[config.mk]
export PLATFORM = sky130hd
export DESIGN_NAME = mac_tx_arbiter
export DESIGN_NICKNAME = d
export VERILOG_FILES = /design/src/rtl/eth_pkg.sv /design/src/rtl/rr_pick.sv /design/src/rtl/mac_tx_arbiter.sv
export SDC_FILE = /design/constraint.sdc
export NUM_CORES = 1
export LEC_CHECK = 0
export ABC_AREA = 0
export CORE_AREA = 2 2 75 77
export CTS_CLUSTER_DIAMETER = 40
export DETAILED_ROUTE_END_ITERATION = 12
export DIE_AREA = 0 0 77 79
export PLACE_DENSITY = 0.67
export SYNTH_ARGS = -nofsm -noshare
export SYNTH_HDL_FRONTEND = slang
export SYNTH_SLANG_ARGS = --single-unit
[constraint.sdc]
create_clock -name clk_mac -period 3.35 [get_ports clk_mac]
set_input_delay 0.67 -clock clk_mac [delete_from_list [all_inputs] [get_ports clk_mac]]
set_output_delay 0.67 -clock clk_mac [all_outputs]
set_load 0.05 [all_outputs]
[src/rtl/eth_pkg.sv]
// Shared Ethernet TX definitions: arbiter state encoding and frame timing constants.
package eth_pkg;

  typedef enum logic [1:0] {
    ST_IDLE  = 2'd0,
    ST_PASS  = 2'd1,
    ST_DRAIN = 2'd2,
    ST_GAP   = 2'd3
  } arb_state_t;

  localparam int ETH_MAX_FRAME = 1514;
  // 12 byte-times at 4 clk_mac cycles per byte on RMII
  localparam int ETH_IFG_MAC_CYCLES = 48;
  localparam int BYTE_CNT_W = 14;

  function automatic logic [BYTE_CNT_W-1:0] sat_inc(input logic [BYTE_CNT_W-1:0] v);
    return (&v) ? v : v + BYTE_CNT_W'(1);
  endfunction

endpackage

[src/rtl/rr_pick.sv]
// Combinational round-robin select: first set req bit at or after ptr, wrapping mod N.
module rr_pick #(
  parameter int N     = 2,
  parameter int PTR_W = $clog2(N)
) (
  input  logic [N-1:0]     req,
  input  logic [PTR_W-1:0] ptr,
  output logic [PTR_W-1:0] gnt_idx,
  output logic             any
);

  function automatic int wrap(input int v);
    return (v >= N) ? v - N : v;
  endfunction

  // Scan from farthest to nearest so the closest candidate to ptr wins.
  always_comb begin
    gnt_idx = '0;
    any     = |req;
    for (int k = N - 1; k >= 0; k--) begin
      if (req[wrap(int'(ptr) + k)]) gnt_idx = PTR_W'(wrap(int'(ptr) + k));
    end
  end

endmodule

[src/rtl/mac_tx_arbiter.sv]
// Frame-granular round-robin arbiter onto the MAC TX byte stream, with IFG
// enforcement and oversize truncation (excess bytes drained, not forwarded).
module mac_tx_arbiter
  import eth_pkg::*;
#(
  parameter  int N          = 2,
  parameter  int IFG_CYCLES = ETH_IFG_MAC_CYCLES,
  parameter  int MAX_BYTES  = ETH_MAX_FRAME,
  localparam int PTR_W      = $clog2(N)
) (
  input  logic             clk_mac,
  input  logic             rst,
  input  logic [N-1:0]     req_valid,
  input  logic [8*N-1:0]   req_data,
  input  logic [N-1:0]     req_last,
  output logic [N-1:0]     req_ready,
  output logic             mac_valid,
  output logic [7:0]       mac_data,
  output logic             mac_last,
  input  logic             mac_ready,
  output logic [PTR_W-1:0] grant_id,
  output logic             busy,
  output logic             oversize_err
);

  arb_state_t              r_state, w_state_nxt;
  logic [PTR_W-1:0]        r_rr_ptr, r_grant, w_pick, w_ptr_nxt;
  logic [BYTE_CNT_W-1:0]   r_byte_cnt;
  logic [15:0]             r_gap_cnt;
  logic                    r_oversize;
  logic                    w_any, w_sel_valid, w_sel_last, w_at_max;
  logic                    w_hs, w_trunc, w_frame_done;
  logic [7:0]              w_sel_data;
  logic [N-1:0]            w_gnt_oh;

  rr_pick #(.N(N), .PTR_W(PTR_W)) u_pick (
    .req     (req_valid),
    .ptr     (r_rr_ptr),
    .gnt_idx (w_pick),
    .any     (w_any)
  );

  always_comb begin
    w_sel_valid = 1'b0;
    w_sel_last  = 1'b0;
    w_sel_data  = '0;
    w_gnt_oh    = '0;
    for (int i = 0; i < N; i++) begin
      if (r_grant == PTR_W'(i)) begin
        w_sel_valid = req_valid[i];
        w_sel_last  = req_last[i];
        w_sel_data  = req_data[8*i +: 8];
        w_gnt_oh[i] = 1'b1;
      end
    end
  end

  // Explicit wrap keeps non-power-of-2 N from reaching an unused index.
  assign w_ptr_nxt = (r_grant == PTR_W'(N - 1)) ? '0 : r_grant + PTR_W'(1);
  assign w_at_max  = (r_byte_cnt == BYTE_CNT_W'(MAX_BYTES - 1));

  always_comb begin
    w_state_nxt  = r_state;
    w_hs         = 1'b0;
    w_trunc      = 1'b0;
    w_frame_done = 1'b0;
    mac_valid    = 1'b0;
    mac_data     = '0;
    mac_last     = 1'b0;
    req_ready    = '0;
    case (r_state)
      ST_IDLE: if (w_any) w_state_nxt = ST_PASS;
      ST_PASS: begin
        mac_valid = w_sel_valid;
        mac_data  = w_sel_data;
        mac_last  = w_sel_last || w_at_max;
        req_ready = w_gnt_oh & {N{mac_ready}};
        w_hs      = w_sel_valid && mac_ready;
        // A real last on the final allowed byte is a clean exit, not a truncation.
        if (w_hs && w_sel_last)  w_frame_done = 1'b1;
        else if (w_hs && w_at_max) begin
          w_trunc     = 1'b1;
          w_state_nxt = ST_DRAIN;
        end
      end
      ST_DRAIN: begin
        req_ready = w_gnt_oh;
        if (w_sel_valid && w_sel_last) w_frame_done = 1'b1;
      end
      ST_GAP:  if (r_gap_cnt == '0) w_state_nxt = ST_IDLE;
      default: w_state_nxt = ST_IDLE;
    endcase
    if (w_frame_done) w_state_nxt = (IFG_CYCLES == 0) ? ST_IDLE : ST_GAP;
  end

  always_ff @(posedge clk_mac or posedge rst) begin
    if (rst) r_state <= ST_IDLE;
    else     r_state <= w_state_nxt;
  end

  always_ff @(posedge clk_mac or posedge rst) begin
    if (rst) begin
      r_rr_ptr   <= '0;
      r_grant    <= '0;
      r_byte_cnt <= '0;
      r_gap_cnt  <= '0;
      r_oversize <= 1'b0;
    end else begin
      r_oversize <= w_trunc;
      if (r_state == ST_IDLE && w_any) begin
        r_grant    <= w_pick;
        r_byte_cnt <= '0;
      end
      if (w_hs) r_byte_cnt <= sat_inc(r_byte_cnt);
      if (w_frame_done || w_trunc) r_rr_ptr <= w_ptr_nxt;
      if (w_frame_done)
        r_gap_cnt <= (IFG_CYCLES > 0) ? 16'(IFG_CYCLES - 1) : '0;
      else if (r_state == ST_GAP && r_gap_cnt != '0)
        r_gap_cnt <= r_gap_cnt - 16'd1;
    end
  end

  assign grant_id     = r_grant;
  assign busy         = (r_state != ST_IDLE);
  assign oversize_err = r_oversize;

endmodule

==> flow_summary.ini, run 1 <==
[synth]
synth-adder-area-share_pct = 4.41
syn_area_per_cell_um2 = 9.04
async_reset_ff_share_pct = 100
syn_area_um2 = 2270
synth_seq_area_share_pct = 38.6
yosys.area.top_type = dfrtp_1
ys_warn_count = 0
synth_mux_area_share_pct = 6.39
ys_types = 43
synth_cells = 251
synth_top_family_by_area = simple AND/OR/NAND/NOR gates
synth_nets = 282
synth-simple-area-share_pct = 27.6
synth-compound-area-share_pct = 13.2
synth_ff_type = dfrtp_1
synth-seq-cells = 35
synth-xor-area-share_pct = 6.17
synth-edff-count = 0
synth_top_area_share_pct = 38.6
synth_area_leaders = dfrtp_1, xor2_1, nor2_1, ha_1, mux2i_1

[final_layout]
nFillCells = 524
drive_gt1_share_pct = 9.56
nNetsFinal = 323
area_delta_synth_final_pct = 24.3
diodes = 0

[worst_setup_path]
path_max_fanout = 6
cp_data_required_time_ns = 2.68
worstPathArrival_ns = 2.37
worstSetupPathType = reg -> out
cp-start-kind = register
critPathCaptureType = output port

[cts]
post_cts_buffers = 0
clk_latency_ns = 0.29
cts_root_buf = clkbuf_8
cts_sinks = 35
cts_hold_buf = 0
cts_buffer_depth = 2
cts.clk_slew.worst_paths_ns = 0.07
numCtsBuffers = 5
ctsHtreeMaxLevel = 2
cts_tree = yes
post_cts_resized = 0

[place]
io_buffers = 37
place_hpwl_um = 3580
routabilityCongestion = 0.860

[timing]
tightestPinTransition_ns = 0.701
slew_violations = 0
hold_viol_final = 0
relSlewSlack_pct = 53.3
setup_viol = 0
fin_skew_ns = 0.00693
fin_tns_setup_ns = 0
rsz0062_at_grt = false
max_freq_mhz = 329
fin_crit_sh_pct = 90.9
hold_ws_ns = 0.513
period_minus_slack_ns = 3.04

[drt]
drt_iter0_markers = 96
drtAntennaViolNets = 0
via_per_inst = 5.29
drc = 0
wl_per_cell_um = 13.2
totalWireLength_um = 4830
vias = 1932
first_pass_iters = 4

[global_routing]
overflow = 0
grt_start_max_net_pins = 36
grt_pass1_vias = 1847
antenna_found_initial = 0
grt_pass1_wl_um = 8490
grt_usage_pct = 17.0

[run_status]
status = completed

[die]
die_area_um2 = 6080
start_util_pct = 42.5
die_h_um = 79
fp-row-count = 27
core-area_um2 = 5340
ios = 38
die_w_um = 77

[power]
seq_power_share_pct = 32.5
switching_share_pct = 46.7
clkPwrFrac_pct = 14.2
p_per_area_nw_per_um2 = 811
leakage_nw = 1.18
switchingPower_mw = 1.07
internal_power_mw = 1.22
vdd_drop_max_mv = 0.427
combPwrFrac_pct = 53.3

[run]
drv_cap = 0

[min_path]
worstHoldPathType = reg -> reg
-- Yosys cell counts, types with 4 or more instances --
cell type	instances
o211ai_1	7
o21ai_0	12
dfrtp_1	35
nand4_1	10
mux2_2	4
o31ai_1	4
nand2_1	15
and2_1	4
and3_1	5
xor2_1	13
ha_1	8
nor2b_1	11
mux2i_1	10
or3_1	4
a21oi_1	11
nor2_1	28
nand3_1	10
clkbuf_1	4
inv_1	13
nor3_1	8
-- worst max-delay path: stages, from the launching register on --
cell and delay [ns]:
dfrtp_1 0.45, nor4b_1 0.35, nand4_1 0.23, a21boi_0 0.22
clkdlybuf4s50_1 0.83
-- stage by stage --
| stage | cell area, µm² | cells | power (mW) | utilization (%) | setup slack [ns] |
|---|---|---|---|---|---|
| floorplan | 2270 | 251 | 1.65 | - | 0.557 |
| global placement | 2730 | 357 | 1.95 | 51.1 | 0.437 |
| detailed placement | 2730 | 357 | 1.97 | 51.1 | 0.417 |
| CTS | 2820 | 365 | 2.31 | 52.9 | 0.276 |
| global route | 2820 | 365 | 2.48 | 52.9 | 0.184 |
| finish | 2820 | 365 | 2.29 | 52.9 | 0.306 |
-- path summary, 6_finish.rpt --
| kind | cells after the start | slack, ns | from | end |
|---|---|---|---|---|
| worst max-delay path | 4 | 0.31 | r_byte_cnt[9]$_DFFE_PP0P_ | mac_last |
| worst min-delay path | 1 | 0.51 | r_rr_ptr$_DFFE_PP0P_ | r_rr_ptr$_DFFE_PP0P_ |
| worst max register to register | 8 | 1.11 | r_state[1]$_DFFE_PP0P_ | r_byte_cnt[8]$_DFFE_PP0P_ |
| worst min register to register | 1 | 0.51 | r_rr_ptr$_DFFE_PP0P_ | r_rr_ptr$_DFFE_PP0P_ |
| max in group asynchronous | 3 | 2.25 | rst | r_byte_cnt[2]$_DFFE_PP0P_ |
| min in group asynchronous | 3 | 0.78 | rst | r_byte_cnt[11]$_DFFE_PP0P_ |
-- power groups by stage --
| stage | combinational [mW] | sequential, mW | clock [mW] |
|---|---|---|---|
| finish | 1.22 | 0.744 | 0.324 |
| global route | 1.36 | 0.773 | 0.352 |
| CTS | 1.23 | 0.745 | 0.339 |
| detailed placement | 1.22 | 0.752 | 0 |
| global placement | 1.20 | 0.751 | 0 |
| floorplan | 0.943 | 0.707 | 0 |
-- state kept, by name, summed over array words and instances (netlist names) --
| name | cells |
|---|---|
| r_state | 2 |
| grant_id | 1 |
| r_rr_ptr | 1 |
| r_byte_cnt | 14 |
| oversize_err | 1 |
| r_gap_cnt | 16 |
-- cells in the final DEF (no fill, tap or decap), types with 8 or more instances in the layout --
master,count
a21oi_1,11
buf_4,8
clkdlybuf4s50_1,34
dfrtp_1,35
ha_1,8
inv_1,13
mux2i_1,10
nand2_1,15
nand3_1,10
nand4_1,10
nor2_1,28
nor2b_1,11
nor3_1,8
o21ai_0,12
xor2_1,13
-- area by class of cell --
class	count	area (µm²)	area share, %
repair buffers	42	400	14.2
clock buffers	7	86.3	3.06
multi-input cells	195	1310	46.5
inverters	13	48.8	1.73
clock inverters	1	8.76	0.310
well taps	72	90.1	3.19
flip-flops and latches	35	876	31.0
-- layer usage --
metal / share of wire, % / GRT usage, % / vias to the layer above / wire length, µm
met5: 0 / 0 / - / 0
li1: - / - / 981 / -
met4: 1.2 / 4.82 / 0 / 57
met1: 49 / 23.5 / 913 / 2360
met2: 47 / 27.3 / 31 / 2270
met3: 2.9 / 3.18 / 7 / 138
-- logic make-up after synthesis --
kind of cell	count (synthesis)
flops	35
simple gates	111
buf+inv	21
fa+ha+maj	8
mux	14
xor+xnor	16
compound gates	46
Power figures use the tool's default switching activity.
==> run 2: changes to the inputs <==
--- a/config.mk
+++ b/config.mk
@@ -10,6 +10,7 @@
 export CTS_CLUSTER_DIAMETER = 40
 export DETAILED_ROUTE_END_ITERATION = 12
 export DIE_AREA = 0 0 77 79
+export GPL_ROUTABILITY_DRIVEN = 0
 export PLACE_DENSITY = 0.67
 export SYNTH_ARGS = -nofsm -noshare
 export SYNTH_HDL_FRONTEND = slang
==> constraint.sdc (replaced) <==
create_clock -name clk_mac -period 3.62 [get_ports clk_mac]
set_input_delay 0.724 -clock clk_mac [delete_from_list [all_inputs] [get_ports clk_mac]]
set_output_delay 0.724 -clock clk_mac [all_outputs]
set_load 0.05 [all_outputs]
==> run 2 against run 1 <==
Design area grew 1.3%. Sequential power shrank 6.9%. Combinational power shrank 7%. Clock skew is essentially flat. Largest cell class unchanged. Core utilization grew 0.70 points. Global-route usage grew 0.29 points. Hold slack gained 0.0061 ns. Sequential share of layout area shrank 0.41 points.
==> flow_summary.ini, run 2 (synthesis gave the netlist of run 1 again) <==
[die]
ios = 38
fp-row-count = 27
core-area_um2 = 5340
die_area_um2 = 6080
start_util_pct = 42.5
die_w_um = 77
die_h_um = 79

[power]
switchingPower_uw = 997
vdd_drop_max_mv = 0.365
seq_power_share_pct = 30.9
leakage_nw = 1.18
p_per_area_nw_per_um2 = 785
switching_share_pct = 44.5
internal_power_mw = 1.25
combPwrFrac_pct = 50.4
clkPwrFrac_pct = 18.7

[timing]
rsz0062_at_grt = false
period_minus_slack_ns = 3.20
hold_viol_final = 0
fin_skew_ns = 0.00715
fin_crit_sh_pct = 88.5
max_freq_mhz = 312
fin_tns_setup_ns = 0
setup_viol = 0
slew_violations = 0
relSlewSlack_pct = 49.9
tightestPinTransition_ns = 0.748

[cts]
cts_sinks = 35
cts_root_buf = clkbuf_8
cts_tree = yes
cts_buffer_depth = 2
post_cts_buffers = 0
cts_hold_buf = 0
cts.clk_slew.worst_paths_ns = 0.07
clk_latency_ns = 0.29
post_cts_resized = 0
ctsHtreeMaxLevel = 2
numCtsBuffers = 5

[global_routing]
grt_pass1_wl_um = 8540
antenna_found_initial = 0
grt_pass1_vias = 1901
grt_usage_pct = 17.2
grt_start_max_net_pins = 19
overflow = 0

[worst_setup_path]
cp_data_required_time_ns = 2.90
cp-start-kind = input port
worstSetupPathType = in -> out
slowest_delay_ns = 0.82
cp_common_cell = clkdlybuf4s50_1
critPathCaptureType = output port
rrSetupSlack_ns = 1.22
crit_slowest_cell = clkdlybuf4s50_1
path_max_fanout = 4
worstPathArrival_ns = 2.48
path_cells = clkdlybuf4s50_1, and2_1, o21ai_0, nor2_1, clkdlybuf4s50_1

[drt]
drt_iter0_markers = 60
drtAntennaViolNets = 0
wl_per_cell_um = 13.6
via_per_inst = 5.30
first_pass_iters = 4
vias = 1928
drc = 0
totalWireLength_um = 4960

[final_layout]
drive_gt1_share_pct = 8.22
nFillCells = 501
nNetsFinal = 322
regMostFlops = r_gap_cnt
final_util_pct = 53.6
top_regs = r_gap_cnt: 16 flops, r_byte_cnt: 14 flops, r_state: 2 flops
mostFrequentLayoutCell = clkdlybuf4s50_1
diodes = 0
area_delta_synth_final_pct = 26.0
final_cell_mix = clkdlybuf4s50_1, dfrtp_1, nor2_1, nand2_1
largest_reg_flops = 16

[place]
place_hpwl_um = 3660
io_buffers = 37

[run_status]
status = completed

[min_path]
worstHoldPathType = reg -> reg

[run]
drv_cap = 0
[run 2: cell types whose count changed in the layout (fill, tap and decap cells not counted), sizes merged]
cell	previous run	this run
buf	8	4
clkbuf	7	6
clkdlybuf4s50	34	37
clkinv	1	0
bufinv	0	2
[run 2: power by group through the flow]
stage | Clock, mW | Sequential, mW | Combinational, mW
after floorplan | 0 | 0.654 | 0.873
after global placement | 0 | 0.696 | 1.11
after global routing | 0.442 | 0.716 | 1.25
after detailed placement | 0 | 0.701 | 1.13
after CTS | 0.427 | 0.694 | 1.14
final | 0.419 | 0.693 | 1.13
[run 2: final cells by class]
type / instances / area (µm²) / share of cell area, %
repair buffers: 41 / 400 / 14.0
inverters: 13 / 48.8 / 1.71
clock buffers: 6 / 72.6 / 2.54
clock inverters: 2 / 60.1 / 2.10
flip-flops and latches: 35 / 876 / 30.6
well taps: 72 / 90.1 / 3.15
multi-input cells: 195 / 1310 / 45.9
[run 2: worst max-delay path: cells and delay by family]
| kind | cells | cell delay, ns |
|---|---|---|
| simple gates | 2 | 0.29 |
| buf+inv | 2 | 1.34 |
| compound gates | 1 | 0.12 |
[run 2: path summary, 6_finish.rpt]
kind,cells past startpoint,start,to
max reg2reg,5,grant_id$_DFFE_PP0P_,r_byte_cnt[5]$_DFFE_PP0P_
min in group asynchronous,2,rst,r_gap_cnt[14]$_DFFE_PP0P_
max in group asynchronous,3,rst,r_byte_cnt[12]$_DFFE_PP0P_
min reg2reg,1,r_rr_ptr$_DFFE_PP0P_,r_rr_ptr$_DFFE_PP0P_
min,1,r_rr_ptr$_DFFE_PP0P_,r_rr_ptr$_DFFE_PP0P_
max,5,mac_ready,req_ready[0]
[run 2: per-layer routing]
metal  part of all wire, %  wire length [µm]  track usage (%)
met1                    50              2470             23.4
met4                   1.1                54             4.64
met2                    46              2270             28.1
met5                     0                 0                0
met3                   3.3               165             3.75
[run 2: through the flow]
step | hold slack, ns | cells | total power [mW] | setup slack, ns | instance area, µm²
2_1_floorplan | 0.468 | 251 | 1.53 | 0.773 | 2270
3_3_place_gp | 0.494 | 356 | 1.81 | 0.437 | 2730
3_5_place_dp | 0.500 | 356 | 1.83 | 0.413 | 2730
4_1_cts | 0.513 | 364 | 2.26 | 0.402 | 2860
5_1_grt | 0.530 | 364 | 2.41 | 0.272 | 2860
6_report | 0.519 | 364 | 2.24 | 0.417 | 2860
